<file path="config.mk">
export PLATFORM = sky130hd
export DESIGN_NAME = cmp_share_arbiter
export DESIGN_NICKNAME = d
export VERILOG_FILES = /design/src/rtl/cmp_share_arbiter.sv
export SDC_FILE = /design/constraint.sdc
export NUM_CORES = 1
export LEC_CHECK = 0
export BUFFER_PORTS_ARGS = -buffer_cell sky130_fd_sc_hd__buf_2
export CAP_MARGIN = 10
export CORE_MARGIN = 1
export CORE_UTILIZATION = 38
export CTS_CLUSTER_SIZE = 25
export DETAILED_ROUTE_END_ITERATION = 10
export PLACE_DENSITY = 0.89
export SLEW_MARGIN = 30
export SYNTH_ARGS = -nofsm -noshare
export SYNTH_HDL_FRONTEND = slang
export SYNTH_SLANG_ARGS = --single-unit
</file>
<file path="constraint.sdc">
create_clock -name clk -period 2.14 [get_ports clk]
set_clock_uncertainty 0.15 [all_clocks]
set_input_delay 0.321 -clock clk [delete_from_list [all_inputs] [get_ports clk]]
set_output_delay 0.321 -clock clk [all_outputs]
set_load 0.05 [all_outputs]
</file>
<file path="src/rtl/cmp_share_arbiter.sv">
// cmp_share_arbiter: round-robin sharing of one pipelined FP less-than
// comparator among NREQ requesters. Each issued compare carries its
// requester ID down a LAT-deep tag pipeline so the comparator result
// can be steered back to the requester that issued it.
module cmp_share_arbiter #(
   parameter int NREQ = 4,
   parameter int W    = 23,
   parameter int LAT  = 3,
   parameter int IDW  = 2
) (
   input  logic              clk,
   input  logic              rst,
   input  logic [NREQ-1:0]   req,
   input  logic [NREQ*W-1:0] req_a,
   input  logic [NREQ*W-1:0] req_b,
   output logic [NREQ-1:0]   gnt,
   output logic [W-1:0]      cmp_a,
   output logic [W-1:0]      cmp_b,
   input  logic              cmp_less,
   output logic [NREQ-1:0]   rsp_valid,
   output logic              rsp_less,
   output logic [IDW-1:0]    rsp_id,
   output logic              busy
);

   // Packed per-requester operand views; slice i is requester i.
   logic [NREQ-1:0][W-1:0] opa, opb;
   assign opa = req_a;
   assign opb = req_b;

   logic [IDW-1:0]           ptr;       // last winner
   logic [NREQ-1:0]          elig;
   logic [IDW-1:0]           win;
   logic                     win_vld;
   logic [LAT:1]             vld_pipe;
   logic [LAT:1][IDW-1:0]    id_pipe;

   // The grant register doubles as the mask: a requester granted at the
   // previous edge is still reacting to gnt and must not be re-issued.
   assign elig = req & ~gnt;

   // Round-robin pick: first eligible index searching up from ptr+1.
   always_comb begin
      win     = '0;
      win_vld = 1'b0;
      for (int i = 0; i < NREQ; i++) begin
         if (!win_vld && elig[(int'(ptr) + 1 + i) % NREQ]) begin
            win_vld = 1'b1;
            win     = IDW'((int'(ptr) + 1 + i) % NREQ);
         end
      end
   end

   // Issue stage: grant pulse, operand registers, pointer update.
   always_ff @(posedge clk or posedge rst) begin
      if (rst) begin
         gnt   <= '0;
         cmp_a <= '0;
         cmp_b <= '0;
         ptr   <= IDW'(NREQ - 1);   // so requester 0 is searched first
      end else begin
         gnt <= '0;
         if (win_vld) begin
            gnt[win] <= 1'b1;
            cmp_a    <= opa[win];
            cmp_b    <= opb[win];
            ptr      <= win;
         end
      end
   end

   // Tag pipeline: shifts every cycle, no stall, tracks the comparator.
   always_ff @(posedge clk or posedge rst) begin
      if (rst) begin
         vld_pipe <= '0;
         id_pipe  <= '0;
      end else begin
         vld_pipe[1] <= win_vld;
         if (win_vld)
            id_pipe[1] <= win;
         for (int i = 2; i <= LAT; i++) begin
            vld_pipe[i] <= vld_pipe[i-1];
            id_pipe[i]  <= id_pipe[i-1];
         end
      end
   end

   // Response stage: capture comparator result for the tag leaving the pipe.
   always_ff @(posedge clk or posedge rst) begin
      if (rst) begin
         rsp_valid <= '0;
         rsp_less  <= 1'b0;
         rsp_id    <= '0;
      end else begin
         rsp_valid <= '0;
         if (vld_pipe[LAT]) begin
            rsp_valid[id_pipe[LAT]] <= 1'b1;
            rsp_id                  <= id_pipe[LAT];
            rsp_less                <= cmp_less;
         end
      end
   end

   assign busy = |vld_pipe;

endmodule

</file>
==> metrics.yaml, run 1 <==
run_status:
  status: "complete, but fails checks"
  violations: "setup timing"
detailed_routing:
  drt_wl_total_mm: 10.9
  viasPerCell: 4.95
  drc: 0
  wl_per_cell_um: 17.5
  num_vias: 3074
  drt_iter0_drc: 91
  dr.pass1.iters: 4
  antenna_left: 0
synthesis:
  syn-num-nets: 404
  synth_seq_cells: 68
  synthCells: 213
  synth_edf_count: 0
  ys_types: 29
  yosysWarnings: 0
  async_flop_share_pct: 100
  ys.flop_type: "dfrtp_1"
  avgSynthCellArea_um2: 17.2
  yosysSeqAreaShare_pct: 46.6
  syn-cell-area_um2: 3660
timing:
  slew-limit-headroom_pct: 64.7
  fmax_ghz: 0.428
  worst_pin_slew_ns: 0.530
  rsz0062_at_grt: "true"
  finalSetupTns_ns: -7.77
  final-setup-viol-count: 46
  whs_ns: 0.0864
  slew_viol_final: 0
  period_needed_ns: 2.34
  finalCritPeriodShare_pct: 109
  hold_viol: 0
  worst_slack_ns: -0.196
critical_path:
  worstPathRequired_ns: 2.21
  timing.rr.start: "ptr[0]"
  start_kind: "register"
  r2r_cells: 6
  r2r_setup_slack_ns: -0.20
  timing.rr.end: "cmp_a[12]"
  arrival_ns: 2.41
  endpoint_kind: "register"
  crit_type: "reg2reg"
  cp_max_fo: 6
power:
  p_leak_uw: 0.00286
  p_total_uw: 10200
  ir_drop_uv: 709
  p_per_area_nw_per_um2: 1780
floorplanning:
  rows: 35
  initial_core_util_pct: 39.4
  dieWidth_um: 100
  fp.dieArea_um2: 10000
  core-area_um2: 9280
  die_y_um: 100
  ios: 249
global_route:
  grt_pass1_vias: 3393
  overflow: 0
  antenna_found_initial: 0
  grt_max_degree: 42
  grt_usage_pct: 21.9
  grt_pass1_wl_mm: 16.8
placement:
  gp_congestion: 0.823
  portBuffers: 248
  pre_cts_ws_ns: -0.257
  dp_hpwl_mm: 7.92
clock_network:
  clkLatencyLatePin_ns: 0.33
  cts_tree: "done"
  clock_path_buffers: 2
  clock-sinks: 68
  path_clk_slew_ns: 0.07
  h-tree-depth: 3
  cts_root_buffer: "clkbuf_8"
  cts_made_buffers: 9
cells_and_area:
  synthToLayoutAreaGrowth_pct: 56.2
  drive_gt1_share_pct: 82.5
  layout.nets: 680
  antenna_cells: 0
min_path:
  hp-start: "cmp_less"
  holdPathStages: 2
  min_to: "rsp_less"
  min_path_type: "in2reg"
flow_run:
  max_cap_violations: 0
state kept, by name, summed over array words and instances (netlist names):
signal     count
rsp_id         2
gnt            4
cmp_a         23
rsp_less       1
cmp_b         23
vld_pipe       3
id_pipe        6
rsp_valid      4
ptr            2
cell usage in the layout (no fill, tap or decap), types with 4 or more instances in the layout:
| master | n |
|---|---|
| inv_1 | 4 |
| mux2_2 | 16 |
| mux4_2 | 46 |
| dfrtp_2 | 4 |
| buf_2 | 248 |
| buf_4 | 18 |
| buf_12 | 6 |
| mux2_4 | 32 |
| clkbuf_8 | 11 |
| dfrtp_1 | 62 |
routing by layer:
metal  routed length, µm  track usage [%]
met1                4270             26.1
met2                5800             37.8
met3                 563             4.81
met4                 251             10.0
met5                   0                0
worst max-delay path, stage by stage, from the launching register on:
cell	delay, ns
dfstp_2	0.59
o221ai_4	0.14
a22oi_4	0.23
buf_6	0.18
buf_12	0.14
mux4_2	0.52
mux2_4	0.27
repair_timing:
| item | CTS | global route |
|---|---|---|
| hold endpoints to repair | 25 | 0 |
| resized for setup | 17 | 25 |
| setup endpoints to repair | 46 | 46 |
| pin swaps | 1 | 0 |
| buffers inserted | 4 | 0 |
| hold buffers | 1 | 0 |
| cloned | 3 | 1 |
final cells by class:
| cell class | count | area, µm² |
|---|---|---|
| Clock inverter | 2 | 35.0 |
| Timing Repair Buffer | 280 | 1650 |
| Multi-Input combinational cell | 124 | 1980 |
| Clock buffer | 12 | 155 |
| Fill cell | 731 | 3570 |
| Tap cell | 129 | 161 |
| Sequential cell | 68 | 1710 |
| Inverter | 6 | 26.3 |
cells by family after synthesis:
| kind of cell | after synthesis | synth area share, % |
|---|---|---|
| AO/OA/AOI/OAI | 11 | 3.21 |
| buffers and inverters | 21 | 3.69 |
| flip-flops | 68 | 46.6 |
| multiplexers | 94 | 43.1 |
| AND/OR/NAND/NOR | 19 | 3.42 |
synthesized netlist by cell type (all sizes together), types with 3 or more instances:
cell type / count / area, µm²
mux4: 46 / 1040
mux2: 48 / 541
nand2b: 3 / 33.8
nor2b: 3 / 18.8
inv: 6 / 22.5
dfrtp: 66 / 1650
nor2: 4 / 20.0
o21ai: 3 / 15.0
clkbuf: 5 / 18.8
buf: 10 / 93.8
through the flow:
stage          utilization [%]  instance area, µm²  instances
5_1_grt                   61.5                5710        621
2_1_floorplan                -                3670        213
3_3_place_gp              56.2                5220        598
4_1_cts                   60.3                5600        620
3_5_place_dp              56.2                5220        598
6_report                  61.5                5710        621
power breakdown:
part | internal [µW] | switching [µW]
clock network | 588 | 450
logic | 3160 | 3670
registers | 1950 | 355
total | 5700 | 4480
worst max-delay path by stage:
stage	from	end	slack, ns	cells after the start
after detailed placement	req[0]	cmp_a[10]	-0.26	7
after floorplan	gnt[1]	cmp_a[10]	-0.22	6
after global placement	req[0]	cmp_a[12]	-0.16	7
after global routing	gnt[2]	cmp_b[8]	-0.26	7
after CTS	gnt[2]	cmp_a[10]	-0.19	7
final	ptr[0]	cmp_a[12]	-0.20	6
Note: power is estimated with default switching activity, not from simulation.
==> run 2: changes to the inputs <==
Settings changed: CELL_PAD_IN_SITES_DETAIL_PLACEMENT from default to 1, CELL_PAD_IN_SITES_GLOBAL_PLACEMENT from default to 1, CORE_UTILIZATION 38 to 29, PLACE_DENSITY 0.89 to 0.9, RECOVER_POWER from default to 25.
==> metrics.yaml, run 2 (synthesis results as in run 1) <==
run_status:
  status: "complete, but fails checks"
  violations: "setup timing"
cells_and_area:
  layout.nets: 684
  drive_gt1_share_pct: 82.2
  antenna_cells: 0
  final_common_cell: "buf_2"
  stdcell_area_um2: 5930
  mostFrequentLayoutCells: "buf_2 (248), dfrtp_1 (62), mux4_2 (46), mux2_4 (44), buf_4 (18)"
  synthToLayoutAreaGrowth_pct: 62.0
  largestRegisters: "cmp_a (23), cmp_b (23), id_pipe (6)"
clock_network:
  cts_root_buffer: "clkbuf_16"
  clock-sinks: 68
  path_clk_slew_ns: 0.05
  clock_path_buffers: 2
  clkLatencyLatePin_ns: 0.33
  cts_made_buffers: 9
  h-tree-depth: 3
  cts_tree: "done"
detailed_routing:
  drc: 0
  dr.pass1.iters: 4
  antenna_left: 0
  drt_wl_total_mm: 12.9
  viasPerCell: 4.83
  drt_iter0_drc: 108
  wl_per_cell_um: 19.4
  num_vias: 3204
critical_path:
  slowest_delay_ns: 0.51
  start_kind: "register"
  worstPathRequired_ns: 2.20
  arrival_ns: 2.40
  cp_slowest_cell: "mux4_2"
  crit_chain: "nor2b_4, o221ai_4, a22oi_4, buf_6, clkbuf_16, mux4_2, mux2_4"
  endpoint_kind: "register"
  cp_max_fo: 7
  cp_num_buf_inv: 2
  critical_path.top_delay_family: "multiplexers"
  crit_type: "reg2reg"
floorplanning:
  dieWidth_um: 114
  ios: 249
  die_y_um: 114
  core-area_um2: 12200
  rows: 40
  fp.dieArea_um2: 13100
  initial_core_util_pct: 30.1
power:
  ir_drop_uv: 857
  pwr-share-seq_pct: 21.5
  p_int_uw: 6130
  p_leak_uw: 0.00298
  clkPwrFrac_pct: 12.1
  p_sw_uw: 4660
  p_per_area_nw_per_um2: 1820
  switching_share_pct: 43.2
  p_comb_share_pct: 66.3
global_route:
  grt_pass1_vias: 3624
  grt_pass1_wl_mm: 18.5
  met3_usage_pct: 4.45
  grt.busiest_layer: "met2"
  grt_max_degree: 31
  use_met2_pct: 37.3
  grt_use_met1_pct: 19.5
  grt_usage_pct: 19.1
  overflow: 0
  antenna_found_initial: 0
timing:
  slew_viol_final: 0
  period_needed_ns: 2.34
  worst_slack_ns: -0.205
  fmax_ghz: 0.426
  slew-limit-headroom_pct: 47.5
  final-setup-viol-count: 46
  worst_pin_slew_ns: 0.788
  rsz0062_at_grt: "true"
  finalCritPeriodShare_pct: 110
  hold_viol: 0
placement:
  placed_area_um2: 5280
  pre_cts_ws_ns: -0.266
  dp_hpwl_mm: 9.46
  gp_congestion: 0.839
  portBuffers: 248
flow_run:
  max_cap_violations: 0
min_path:
  min_path_type: "in2reg"
==> run 2: changes by cell type in the layout (fill, tap and decap cells not counted), sizes merged <==
cell,delta
clkbuf,+5
bufinv,-1
clkinv,-1
==> run 2: area by class of cell <==
type                            instances  area, µm²
Fill cell                            1329       6240
Multi-Input combinational cell        124       2020
Timing Repair Buffer                  284       1710
Sequential cell                        68       1710
Clock buffer                           13        250
Tap cell                              168        210
Inverter                                6       23.8
==> run 2: worst paths after layout <==
| kind | from | to | slack, ns | cells after the start |
|---|---|---|---|---|
| worst max-delay path | gnt[0] | cmp_a[21] | -0.20 | 7 |
| worst min-delay path | cmp_less | rsp_less | 0.09 | 2 |
| worst max register to register | gnt[0] | cmp_a[21] | -0.20 | 7 |
| worst min register to register | id_pipe[2] | id_pipe[4] | 0.20 | 0 |
| max in group asynchronous | rst | cmp_a[20] | 0.25 | 4 |
| min in group asynchronous | rst | vld_pipe[3] | 0.44 | 3 |
==> run 2: timing repair <==
action | CTS | global route
hold buffers | 1 | 0
setup buffers | 4 | 2
hold endpoints to repair | 7 | 0
cloned | 2 | 4
resized for setup | 3 | 50
pin swaps | 1 | 2
endpoints found under the setup margin | 46 | 46
==> run 2: per-stage QoR <==
step	hold WS, ns	utilization [%]	TNS [ns]	instances	power, µW
after floorplan	0.181	-	-9.97	213	6820
after global placement	0.154	43.4	-7.89	637	8090
after detailed placement	0.162	43.4	-10.43	637	8330
after CTS	0.0803	46.3	-7.41	657	10000
after global routing	0.0835	48.7	-12.14	663	11400
final	0.0867	48.7	-8.11	663	10800
==> run 2: power by group through the flow <==
stage               Combinational, µW  Sequential (µW)  Clock, µW
detailed placement               6020             2310          0
global placement                 5810             2280          0
global route                     7550             2400       1410
finish                           7160             2320       1310
CTS                              6360             2300       1350
floorplan                        2680             4140          0
==> run 2: per-layer routing <==
layer  share of wire, %  vias up
li1                   -     1408
met1                 36     1638
met2                 57      140
met3                5.7       18
met4                1.5        0
met5                  0        -
==> run 3: changes to the inputs <==
Settings changed: CELL_PAD_IN_SITES_DETAIL_PLACEMENT 1 to 0.
==> metrics.yaml, run 3 (synthesis results as in run 1) <==
clock_network:
  cts_made_buffers: 9
  cts_tree: "done"
  clock_path_buffers: 2
  cts_root_buffer: "clkbuf_16"
  h-tree-depth: 3
  path_clk_slew_ns: 0.05
  clkLatencyLatePin_ns: 0.33
  clock-sinks: 68
critical_path:
  worstPathRequired_ns: 2.20
  crit_type: "reg2reg"
  timing.rr.start: "ptr[0]"
  start_kind: "register"
  cp_max_fo: 5
  critical_path.top_delay_family: "multiplexers"
  slowest_delay_ns: 0.58
  endpoint_kind: "register"
  crit_chain: "o221ai_4, a22oi_4, buf_8, clkbuf_16, mux4_2, mux2_4"
  startpoint: "ptr[0]"
  arrival_ns: 2.37
  cp_num_buf_inv: 2
  cp_slowest_cell: "dfstp_2"
floorplanning:
  ios: 249
  initial_core_util_pct: 30.1
  die_y_um: 114
  fp.dieArea_um2: 13100
  core-area_um2: 12200
  rows: 40
  dieWidth_um: 114
detailed_routing:
  antenna_left: 0
  num_vias: 3194
  drc: 0
  drt_iter0_drc: 81
  dr.pass1.iters: 4
  drt_wl_total_mm: 11.4
  wl_per_cell_um: 17.1
  viasPerCell: 4.80
run_status:
  violations: "setup timing"
  status: "complete, but fails checks"
global_route:
  grt_pass1_wl_mm: 17.0
  antenna_found_initial: 0
  overflow: 0
  grt_usage_pct: 17.6
  grt_max_degree: 31
  grt_pass1_vias: 3436
cells_and_area:
  mostFrequentLayoutCells: "buf_2 (248), dfrtp_1 (62), mux4_2 (46), mux2_4 (41), buf_4 (19)"
  final_common_cell: "buf_2"
  drive_gt1_share_pct: 82.7
  layout.nets: 684
  synthToLayoutAreaGrowth_pct: 63.5
  nFillCells: 1093
  largestRegisters: "cmp_a (23), cmp_b (23), id_pipe (6)"
  antenna_cells: 0
timing:
  slew-limit-headroom_pct: 48.1
  worst_pin_slew_ns: 0.778
  period_needed_ns: 2.31
  final-setup-viol-count: 46
  finalCritPeriodShare_pct: 108
  hold_viol: 0
  worst_slack_ns: -0.169
  fmax_ghz: 0.433
  slew_viol_final: 0
  rsz0062_at_grt: "true"
power:
  p_leak_uw: 0.00299
  p_comb_share_pct: 65.0
  p_per_area_nw_per_um2: 1830
  clkPwrFrac_pct: 13.8
  ir_drop_uv: 715
  pwr-share-seq_pct: 21.2
  p_int_uw: 6290
  p_sw_uw: 4640
  p_total_uw: 10900
  switching_share_pct: 42.5
placement:
  portBuffers: 248
  gp_congestion: 0.839
  pre_cts_ws_ns: -0.262
  dp_hpwl_mm: 8.22
min_path:
  min_path_type: "in2reg"
  hp-start: "cmp_less"
flow_run:
  max_cap_violations: 0
## run 3: layer usage
layer  wire length, µm  GRT usage (%)  vias up
met2              6050           32.0      154
met4               206           7.45        0
li1                  -              -     1412
met1              4330           19.1     1611
met3               795           4.82       17
met5                 0              0        -
## run 3: repair_timing
item / CTS / global route
hold buffers: 1 / 0
setup endpoints to repair: 46 / 46
endpoints found under the hold margin: 7 / 0
cloned: 3 / 3
gates resized for setup: 26 / 26
pin swaps: 1 / 3
buffers inserted: 5 / 1
## run 3: worst reg2reg max path, delay by kind of cell, from the launching register on
| family | cells | cell delay (ns) |
|---|---|---|
| AO/OA/AOI/OAI | 2 | 0.35 |
| buffers and inverters | 2 | 0.35 |
| flip-flops | 1 | 0.58 |
| multiplexers | 2 | 0.77 |
## run 3: final timing paths
| path | end | slack (ns) | depth (start not counted) |
|---|---|---|---|
| max | cmp_b[21] | -0.17 | 6 |
| min | rsp_less | 0.09 | 2 |
| max reg2reg | cmp_b[21] | -0.17 | 6 |
| min reg2reg | id_pipe[4] | 0.20 | 0 |
| max in group asynchronous | cmp_a[22] | 0.31 | 4 |
| min in group asynchronous | vld_pipe[3] | 0.41 | 3 |
## run 3: area by class of cell
class	count	area (µm²)	share of cell area, %
clock buffers	12	256	4.29
clock inverters	4	47.5	0.795
inverters	6	23.8	0.397
multi-input cells	124	2020	33.8
flip-flops and latches	68	1710	28.6
well taps	168	210	3.51
repair buffers	284	1710	28.7
## run 3: power by group through the flow
stage	sequential (µW)	clock (µW)	combinational, µW
2_1_floorplan	4140	0	2680
3_3_place_gp	2280	0	5810
3_5_place_dp	2310	0	5950
4_1_cts	2310	1550	6650
5_1_grt	2390	1620	7490
6_report	2310	1510	7100
## run 3: per-stage QoR
stage	instances	cell area [µm²]	setup TNS [ns]	util [%]	hold slack, ns
final	666	5980	-6.56	49.2	0.0885
after CTS	662	5810	-6.73	47.8	0.0728
after global placement	637	5280	-7.89	43.4	0.154
after detailed placement	637	5280	-10.43	43.4	0.156
after global routing	666	5980	-10.37	49.2	0.0782
after floorplan	213	3670	-9.97	-	0.181
